[config.mk]
export PLATFORM = sky130hd
export DESIGN_NAME = cd_param
export DESIGN_NICKNAME = d
export VERILOG_FILES = /design/src/rtl/cd_pkg.sv /design/src/rtl/alu.sv /design/src/rtl/memprog.sv /design/src/rtl/pila_param.sv /design/src/rtl/regfile.sv /design/src/rtl/cd_param.sv
export SDC_FILE = /design/constraint.sdc
export NUM_CORES = 1
export LEC_CHECK = 0
export CORE_MARGIN = 2
export CORE_UTILIZATION = 45
export DETAILED_ROUTE_END_ITERATION = 10
export DONT_BUFFER_PORTS = 1
export PLACE_DENSITY = 0.7
export SETUP_SLACK_MARGIN = 0.4
export SYNTH_ARGS = -nofsm -noshare
export SYNTH_HDL_FRONTEND = slang
export SYNTH_SLANG_ARGS = --single-unit
export TNS_END_PERCENT = 50
[constraint.sdc]
create_clock -name clk -period 15.53 [get_ports clk]
set_input_delay 3.106 -clock clk [delete_from_list [all_inputs] [get_ports clk]]
set_output_delay 3.106 -clock clk [all_outputs]
set_load 0.005 [all_outputs]
[src/rtl/cd_pkg.sv]
// rtl/cd_pkg.sv - shared constants, ALU encodings and width helpers for cd_param
package cd_pkg;

    localparam int OPC_HI  = 15;
    localparam int OPC_LO  = 10;
    localparam int PORT_HI = 11;
    localparam int PORT_LO = 8;
    localparam int IMM_HI  = 11;
    localparam int IMM_LO  = 4;
    localparam int RA1_HI  = 11;
    localparam int RA1_LO  = 8;
    localparam int RA2_HI  = 7;
    localparam int RA2_LO  = 4;
    localparam int WA3_HI  = 3;
    localparam int WA3_LO  = 0;

    typedef enum logic [2:0] {
        ALU_PASS = 3'd0,
        ALU_NOT  = 3'd1,
        ALU_ADD  = 3'd2,
        ALU_SUB  = 3'd3,
        ALU_AND  = 3'd4,
        ALU_OR   = 3'd5,
        ALU_NEGA = 3'd6,
        ALU_NEGB = 3'd7
    } alu_op_e;

    function automatic int pidx_width(input int nports);
        return (nports > 1) ? $clog2(nports) : 1;
    endfunction

    // One extra bit so the pointer can represent "full" (sp == depth).
    function automatic int sp_width(input int depth);
        return $clog2(depth) + 1;
    endfunction

endpackage

[src/rtl/alu.sv]
// rtl/alu.sv - 8-bit ALU with zero, negative and carry outputs
module alu
    import cd_pkg::*;
(
    input  logic [7:0] a,
    input  logic [7:0] b,
    input  logic [2:0] op,
    output logic [7:0] y,
    output logic       zero,
    output logic       neg,
    output logic       carry
);

    logic [8:0] r;

    always_comb begin
        r = '0;
        case (alu_op_e'(op))
            ALU_PASS: r = {1'b0, a};
            ALU_NOT:  r = {1'b0, ~a};
            ALU_ADD:  r = {1'b0, a} + {1'b0, b};
            ALU_SUB:  r = {1'b0, a} - {1'b0, b};
            ALU_AND:  r = {1'b0, a & b};
            ALU_OR:   r = {1'b0, a | b};
            ALU_NEGA: r = {1'b0, -a};
            ALU_NEGB: r = {1'b0, -b};
            default:  r = {1'b0, a};
        endcase
    end

    assign y     = r[7:0];
    assign carry = r[8];
    assign zero  = (r[7:0] == 8'h00);
    assign neg   = r[7];

endmodule

[src/rtl/memprog.sv]
// rtl/memprog.sv - combinational program ROM addressed by the PC
module memprog #(
    parameter int PC_W = 10
) (
    input  logic [PC_W-1:0] a,
    output logic [15:0]     rd
);

    // Boot image: port loopback, ALU/flag exercise, call/return and stack walk.
    always_comb begin
        rd = 16'h0000;
        case (a)
            PC_W'('h000): rd = 16'h05C3;
            PC_W'('h001): rd = 16'h0503;
            PC_W'('h002): rd = 16'h0203;
            PC_W'('h003): rd = 16'h03C4;
            PC_W'('h004): rd = 16'h0104;
            PC_W'('h005): rd = 16'h0604;
            PC_W'('h006): rd = 16'h0FF5;
            PC_W'('h007): rd = 16'h0016;
            PC_W'('h008): rd = 16'h0567;
            PC_W'('h009): rd = 16'h0608;
            PC_W'('h00A): rd = 16'h0008;
            PC_W'('h00B): rd = 16'h0010;
            PC_W'('h010): rd = 16'h0100;
            PC_W'('h011): rd = 16'hFC00;
            PC_W'('h017): rd = 16'h03FF;
            default:      rd = 16'h0000;
        endcase
    end

endmodule

[src/rtl/pila_param.sv]
// rtl/pila_param.sv - return stack with sticky overflow/underflow detection
module pila_param
    import cd_pkg::*;
#(
    parameter int STACK_DEPTH = 8,
    parameter int PC_W        = 10
) (
    input  logic            clk,
    input  logic            reset,
    input  logic            wesp,
    input  logic            push,
    input  logic            pop,
    input  logic [PC_W-1:0] din,
    output logic [PC_W-1:0] dout,
    output logic            empty,
    output logic            full,
    output logic            ovf,
    output logic            unf
);

    localparam int AW   = $clog2(STACK_DEPTH);
    localparam int SP_W = sp_width(STACK_DEPTH);

    logic [SP_W-1:0] sp, sp_m1;
    logic [PC_W-1:0] mem [STACK_DEPTH];
    logic            do_push, do_pop;

    assign empty   = (sp == '0);
    assign full    = (sp == SP_W'(STACK_DEPTH));
    assign sp_m1   = sp - SP_W'(1);
    assign dout    = mem[sp_m1[AW-1:0]];
    // Pop has priority; a simultaneous push is dropped entirely.
    assign do_pop  = wesp & pop & ~empty;
    assign do_push = wesp & push & ~pop & ~full;

    always_ff @(posedge clk or posedge reset) begin
        if (reset) begin
            sp  <= '0;
            ovf <= 1'b0;
            unf <= 1'b0;
            for (int i = 0; i < STACK_DEPTH; i++) mem[i] <= '0;
        end else begin
            if (do_pop) begin
                sp <= sp_m1;
            end else if (do_push) begin
                mem[sp[AW-1:0]] <= din;
                sp              <= sp + SP_W'(1);
            end
            if (wesp & push & ~pop & full) ovf <= 1'b1;
            if (wesp & pop & empty)        unf <= 1'b1;
        end
    end

endmodule

[src/rtl/regfile.sv]
// rtl/regfile.sv - 16 x 8 register file, two read ports, R0 reads as zero
module regfile (
    input  logic       clk,
    input  logic       reset,
    input  logic       we3,
    input  logic [3:0] ra1,
    input  logic [3:0] ra2,
    input  logic [3:0] wa3,
    input  logic [7:0] wd3,
    output logic [7:0] rd1,
    output logic [7:0] rd2
);

    logic [7:0] regs [16];

    always_ff @(posedge clk or posedge reset) begin
        if (reset) begin
            for (int i = 0; i < 16; i++) regs[i] <= '0;
        end else if (we3) begin
            regs[wa3] <= wd3;
        end
    end

    assign rd1 = (ra1 != 4'd0) ? regs[ra1] : 8'h00;
    assign rd2 = (ra2 != 4'd0) ? regs[ra2] : 8'h00;

endmodule

[src/rtl/cd_param.sv]
// rtl/cd_param.sv - parametrised single-cycle datapath; CD_CARRY_EN adds the carry flag
module cd_param
    import cd_pkg::*;
#(
    parameter int NPORTS      = 4,
    parameter int PC_W        = 10,
    parameter int STACK_DEPTH = 8
) (
    input  logic                clk,
    input  logic                reset,
    input  logic [8*NPORTS-1:0] e_port,
    input  logic                s_inc,
    input  logic                s_inm,
    input  logic                we3,
    input  logic                wez,
    input  logic                wen,
    input  logic                wesp,
    input  logic                push,
    input  logic                pop,
    input  logic                s_inp,
    input  logic                s_outp,
    input  logic [2:0]          op_alu,
    input  logic                wec,
    output logic                s_z,
    output logic                s_n,
    output logic                s_c,
    output logic [8*NPORTS-1:0] s_port,
    output logic [5:0]          opcode,
    output logic                stk_ovf,
    output logic                stk_unf
);

    localparam int         PIDX_W   = pidx_width(NPORTS);
    localparam logic [4:0] NPORTS_L = 5'(NPORTS);

    logic [PC_W-1:0]     pc, pc_next, pc_inc, stk_top;
    logic [15:0]         instr;
    logic [3:0]          port_fld, ra1;
    logic [PIDX_W-1:0]   pidx;
    logic                port_ok, pop_ok, stk_empty, stk_full;
    logic [8*NPORTS-1:0] in_reg;
    logic [7:0]          in_data, rd1, rd2, wd3, alu_y;
    logic                alu_z, alu_n, alu_c;

    memprog #(.PC_W(PC_W)) u_mem (.a(pc), .rd(instr));

    assign opcode   = instr[OPC_HI:OPC_LO];
    assign port_fld = instr[PORT_HI:PORT_LO];
    assign pidx     = port_fld[PIDX_W-1:0];
    assign port_ok  = ({1'b0, port_fld} < NPORTS_L);
    assign in_data  = port_ok ? in_reg[{pidx, 3'b000} +: 8] : 8'h00;
    assign ra1      = s_outp ? instr[WA3_HI:WA3_LO] : instr[RA1_HI:RA1_LO];
    assign wd3      = s_inp ? in_data : (s_inm ? instr[IMM_HI:IMM_LO] : alu_y);

    regfile u_rf (
        .clk (clk),
        .reset(reset),
        .we3 (we3),
        .ra1 (ra1),
        .ra2 (instr[RA2_HI:RA2_LO]),
        .wa3 (instr[WA3_HI:WA3_LO]),
        .wd3 (wd3),
        .rd1 (rd1),
        .rd2 (rd2)
    );

    alu u_alu (.a(rd1), .b(rd2), .op(op_alu), .y(alu_y), .zero(alu_z), .neg(alu_n), .carry(alu_c));

    pila_param #(.STACK_DEPTH(STACK_DEPTH), .PC_W(PC_W)) u_stack (
        .clk  (clk),
        .reset(reset),
        .wesp (wesp),
        .push (push),
        .pop  (pop),
        .din  (pc_inc),
        .dout (stk_top),
        .empty(stk_empty),
        .full (stk_full),
        .ovf  (stk_ovf),
        .unf  (stk_unf)
    );

    // An underflowing pop falls through to the normal sequencing.
    assign pc_inc  = pc + PC_W'(1);
    assign pop_ok  = wesp & pop & ~stk_empty;
    assign pc_next = pop_ok ? stk_top : (s_inc ? pc_inc : instr[PC_W-1:0]);

    always_ff @(posedge clk or posedge reset) begin
        if (reset) begin
            pc     <= '0;
            in_reg <= '0;
            s_z    <= 1'b0;
            s_n    <= 1'b0;
            s_port <= '0;
        end else begin
            pc     <= pc_next;
            in_reg <= e_port;
            if (wez) s_z <= alu_z;
            if (wen) s_n <= alu_n;
            if (s_outp && port_ok) s_port[{pidx, 3'b000} +: 8] <= rd1;
        end
    end

    logic unused_full;
    assign unused_full = stk_full;

`ifdef CD_CARRY_EN
    always_ff @(posedge clk or posedge reset) begin
        if (reset)    s_c <= 1'b0;
        else if (wec) s_c <= alu_c;
    end
`else
    logic unused_carry;
    assign s_c          = 1'b0;
    assign unused_carry = ^{wec, alu_c};
`endif

endmodule

# After elaboration in Yosys (flattened, before gate mapping)
# Memories as Yosys holds them, arrays and structs flattened.
# Index checks and enable logic that the tools add are counted.
# totals
ff_bits,290
rom_bits,512
in_bits,48
output_inout_bits,43
elab_cells,118
memories,1
# op_classes
addsub,8
magnitude_cmp,8
n_eq_ne,8
n_shift,3
mux,28
bitwise,19
reduce_logical,11
# mem_list
name,depth,width,rd,rd_ports_with_merged_regs,wr,line_no,text
(name not given),32,16,1,0,0,memprog.sv:12,case (a)
# ops
op,n
bitwise mux 128 bit,1
bitwise mux 80 bit,1
2-to-1 mux 8 bit,10
binary-select mux 8 bit (select 4 bit),2
one-hot mux 8 bit (8 select lines),1
2-to-1 mux 10 bit,5
bitwise mux 32 bit,1
demux 8 bit (select 4 bit),1
"variable shift 8 x 7 -> 32 bit, first input constant",1
variable part select 32 x 6 -> 8 bit,1
variable part select 8 x 7 -> 32 bit,1
binary-select mux 10 bit (select 3 bit),1
demux 10 bit (select 3 bit),1
2-to-1 mux 16 bit,1
negation 8 bit,2
">= comparator 5 bit, second input constant",3
NOT 4 -> 5 bit,3
"equality test 3 bit, second input constant",4
2-to-1 mux 4 bit,3
"adder 10 x 1 -> 10 bit, second input constant",1
adder 8 bit,1
bitwise AND 8 bit,1
">= comparator 4 bit, second input constant",2
zero test 8 bit,1
22 further kinds,36

# Depth between registers and ports, before layout
# depth
ltp_word,13
depth_mapped,30

# Cells and area by module
# From an unflattened synthesis, not the netlist that was laid out.
# unflattened
hier_cells,1223
hier_area_um2,15606.2
# by_module_without_submodules
mod,instances,cells_per_inst,area_each_um2,seq_area_each_um2
regfile,1,441,6536.3,3002.9
pila_param,1,249,4018.9,2152.1
cd_param,1,297,3380.7,1901.8
alu,1,172,1241.2,0.0
memprog,1,64,429.2,0.0

# Worst setup path before layout
# Ideal clock, no wire load.
# synth_timing
path_type,in2reg
from,input s_outp
to,register u_rf.regs[102] (netlist name)
setup_ps,125
arrival_time_ps,7701
required_ps,15405
setup_slack_ps,7704
path_stages,26
path_buffers,3
path_cell_list,clkbuf_1 > nor3b_1 > nand2_1 > and3_1 > buf_2 > a21oi_2 > buf_4 > mux4_2 > a22oi_1 > o31ai_1 > inv_1 > ha_1 > inv_1 > fa_1 > nand2_1 > nand2_1 > a21oi_1 > o21bai_1 > a21oi_1 > xnor2_1 > a22oi_1 > nand3_1 > a2bb2oi_1 > nand3_1 > a221o_1 > mux2_2
# synth_between
elab_chain_cells,11
word_cells_on_any_way,17
cone_classes,3 x add/sub; 9 x mux; 4 x bitwise; 1 x reduce/logical
# synth_rtl
item,line_no,text
from (decl),cd_param.sv:21,"input logic s_outp,"
2-to-1 mux 4 bit (*),cd_param.sv:52,assign ra1 = s_outp ? instr[WA3_HI:WA3_LO] : instr[RA1_HI:RA1_LO];
NOT 4 -> 5 bit (implied by the code),regfile.sv:24,assign rd1 = (ra1 != 4'd0) ? regs[ra1] : 8'h00;
binary-select mux 8 bit (select 4 bit),regfile.sv:24,
2-to-1 mux 8 bit (implied by the code) (2 in a row),regfile.sv:24,
2-to-1 mux 8 bit (*),regfile.sv:24,
"negation 8 bit, or another cell as far along",alu.sv:25,"ALU_NEGA: r = {1'b0, -a};"
one-hot mux 8 bit (8 select lines) (*),alu.sv:18,case (alu_op_e'(op))
2-to-1 mux 8 bit (*) (2 in a row),cd_param.sv:53,assign wd3 = s_inp ? in_data : (s_inm ? instr[IMM_HI:IMM_LO] : alu_y);
bitwise mux 128 bit (*),regfile.sv:20,regs[wa3] <= wd3;
"to (signal, indexed assignment)",regfile.sv:20,
to (decl),regfile.sv:14,logic [7:0] regs [16];
# Every way passes the cells marked *; elsewhere a longest branch is shown, timed or not. The select of a mux whose other input is x is not followed.
# A chain may end at the register's enable or synchronous reset.

# Worst setup path after layout
# layout_timing
from,input s_outp
to,register u_rf.regs[126] (netlist name)
# Same word-level chain as after synthesis.

==> results.ini <==
[drt]
drcViolationCount = 0
ant_nets = 0
post_drt_wl_per_cell_um = 22.6
drt_wl_total_mm = 42.1
vias = 11700
drt-initial-drc-count = 1075
via_per_inst = 6.29
dr.pass1.iters = 6

[power_and_ir_drop]
pwr-share-clk = 0.171
swShare = 0.453
leakage_nw = 6.75
power_density_nw_per_um2 = 244
internal_power_mw = 2.11
seq_power_share = 0.280
switchingPower_mw = 1.75
ir_drop_v = 0.000181
combPwrFrac = 0.549

[cts]
cts_setup_buffers = 0
hold_buffers = 0
cts_buffer_depth = 3
cts_tree = built
ctsResizeCount = 0
h-tree-depth = 1
clock-root-buffer = clkbuf_16
clk_pin_slew_ps = 60
cts_buffers = 28
cts.sinks = 270
clock_latency_ps = 550

[synth]
synth-seq-cells = 270
ys_seq_area_frac = 0.459
yosys_warnings = 0
synth_edf_count = 0
postSynthCellCount = 1474
async_flop_share = 1.00
synth_ff_type = dfrtp_1
syn_nets = 1550
synth_area_um2 = 14700
syn_avg_cell_area_um2 = 9.98
ys_types = 100
synth_top_area_share = 0.459
synth_largest_area_cell = dfrtp_1
synthTopCellsByArea = dfrtp_1 (46%), mux2_2 (4.7%), mux4_2 (4.4%)

[min_path]
hold_path_end = u_rf.regs[50]
min_from = u_rf.regs[50]
min_path_cells = 0
hold_path_class = reg2reg

[sta]
max-slew-margin-rel = 0.0783
finalHoldViolations = 0
slew_viol_final = 0
tightest_slew_ps = 1380
tns_ps = 0
rsz0062_at_grt = false
skew_ps = 16.8
fin_crit_sh = 0.525
timing.fmax_mhz = 123
setup_viol = 0
hold_ws_ps = 377
finalCriticalPeriod_ps = 8160

[floorplanning]
core_area_um2 = 32400
die_area_um2 = 34100
ios = 91
die_width_um = 185
start_util = 0.454
die_h_um = 185
core.rowCount = 66

[final_layout]
regMostFlops = u_rf.regs
multi_input_area_um2 = 7270
layout_commonest_cell = dfrtp_1
nFillCells = 2989
nets = 1481
largest_reg_flops = 108
antenna_cells = 0
reg_top3 = u_rf.regs: 108 flops, u_stack.mem: 80 flops
layout-drive-gt1-share = 0.147
areaGrowthSynthToFinish_pct = 7.61
register_area_um2 = 6760
final_cell_mix = dfrtp_1 (270), nand2_1 (145), nor2_1 (139)

[place]
gp_congestion = 0.956
port_buffers = 0
place_hpwl_mm = 29.2

[global_routing]
grt_use_total = 0.249
grt_max_degree = 111
grt_pass1_wl_mm = 66.5
grt_overflow = 0
grt_pass1_vias = 11600
antenna_found_initial = 0

[critical_path]
r2r_end = u_rf.regs[126]
rr_worst_depth = 23
crit_required_ps = 15960
worstPathMaxFanout = 11
rrSetupSlack_ps = 7850
crit_type = in2reg
end_kind = register
cp.arrival_ps = 8590
cp-start-kind = input pin
r2r_start = pc[0]

[run]
maxCapViolations = 0

[status]
status = finished clean

worst max-delay path, cell delays in order:
cell	delay [ps]
nor2_1	140
nand4b_1	160
and3_1	380
a21oi_2	280
mux4_2	530
a22oi_1	360
o31ai_1	140
buf_4	220
inv_1	260
ha_1	230
inv_1	60
fa_1	390
nand2_1	80
nand2_1	50
a21oi_1	210
o21bai_1	100
a21oi_1	180
xnor2_1	110
a22oi_1	200
nand3_1	130
a2bb2oi_1	160
nand3_1	190
a221o_1	550
mux2_2	360
final cells by class:
type	count	area share
well taps	442	0.0349
repair buffers	27	0.0128
flip-flops and latches	270	0.427
inverters	34	0.00854
clock inverters	11	0.00624
clock buffers	39	0.0513
multi-input cells	1044	0.459
power groups by stage:
stage / Clock, mW / Combinational (mW) / Sequential, mW
finish: 0.662 / 2.12 / 1.08
global route: 0.698 / 2.30 / 1.10
CTS: 0.670 / 2.09 / 1.08
detailed placement: 0 / 2.07 / 1.09
global placement: 0 / 2.03 / 1.08
floorplan: 0 / 1.58 / 1.02
synthesized netlist by cell type, drive strengths merged, types with 5 or more instances:
library cell  count
nor2b            15
o21ai           104
and3b             5
nor3             36
o31ai            10
nor2            139
a211o             7
a22o             12
a211oi           23
dfrtp           270
nor4             16
and3             17
clkbuf           87
nand2           145
inv              33
a311oi            5
and2             10
mux4             29
a21o              6
a31oi            24
xnor2            17
o21a              6
a2111oi          11
a21oi            98
nand3            31
or2               9
ha               27
o22ai             7
o211a             5
a31o              6
mux2             64
mux2i            28
a32oi            12
xor2              9
nand2b            5
a22oi             5
nand4            10
o211ai            6
buf              39
or3              12
kinds of logic (layout without fill, tap and decap cells):
logic type,Yosys count,after routing,synth area share
other,1,1,0.000255
AND/OR/NAND/NOR,469,469,0.153
flip-flops,270,270,0.459
AO/OA/AOI/OAI,399,399,0.188
adder cells (fa/ha/maj),28,28,0.0243
multiplexers,121,121,0.112
buffers and inverters,160,111,0.0479
XOR/XNOR,26,26,0.0155
stage by stage:
stage	area [µm²]	std cells	power [mW]	setup slack, ps	util
2_1_floorplan	14700	1474	2.61	4990	-
3_3_place_gp	14900	1817	3.10	6970	0.461
3_5_place_dp	14900	1817	3.16	6900	0.461
4_1_cts	15800	1867	3.83	7470	0.489
5_1_grt	15800	1867	4.10	7110	0.489
6_report	15800	1867	3.87	7370	0.489
routing by layer:
metal | up-vias | GRT usage | routed length, µm | part of all wire
li1 | 5241 | - | - | -
met1 | 5848 | 0.337 | 17500 | 0.42
met2 | 539 | 0.405 | 19500 | 0.46
met3 | 109 | 0.0490 | 3660 | 0.087
met4 | 0 | 0.0810 | 1410 | 0.033
met5 | - | 0 | 0 | 0
worst max-delay path by stage:
stage          startpoint              to
4_1_cts            s_outp  u_rf.regs[126]
3_3_place_gp       s_outp  u_rf.regs[126]
6_report           s_outp  u_rf.regs[126]
3_5_place_dp       s_outp  u_rf.regs[126]
2_1_floorplan       reset       in_reg[0]
5_1_grt            s_outp  u_rf.regs[126]
No activity file was read; power rests on OpenSTA's default activity.
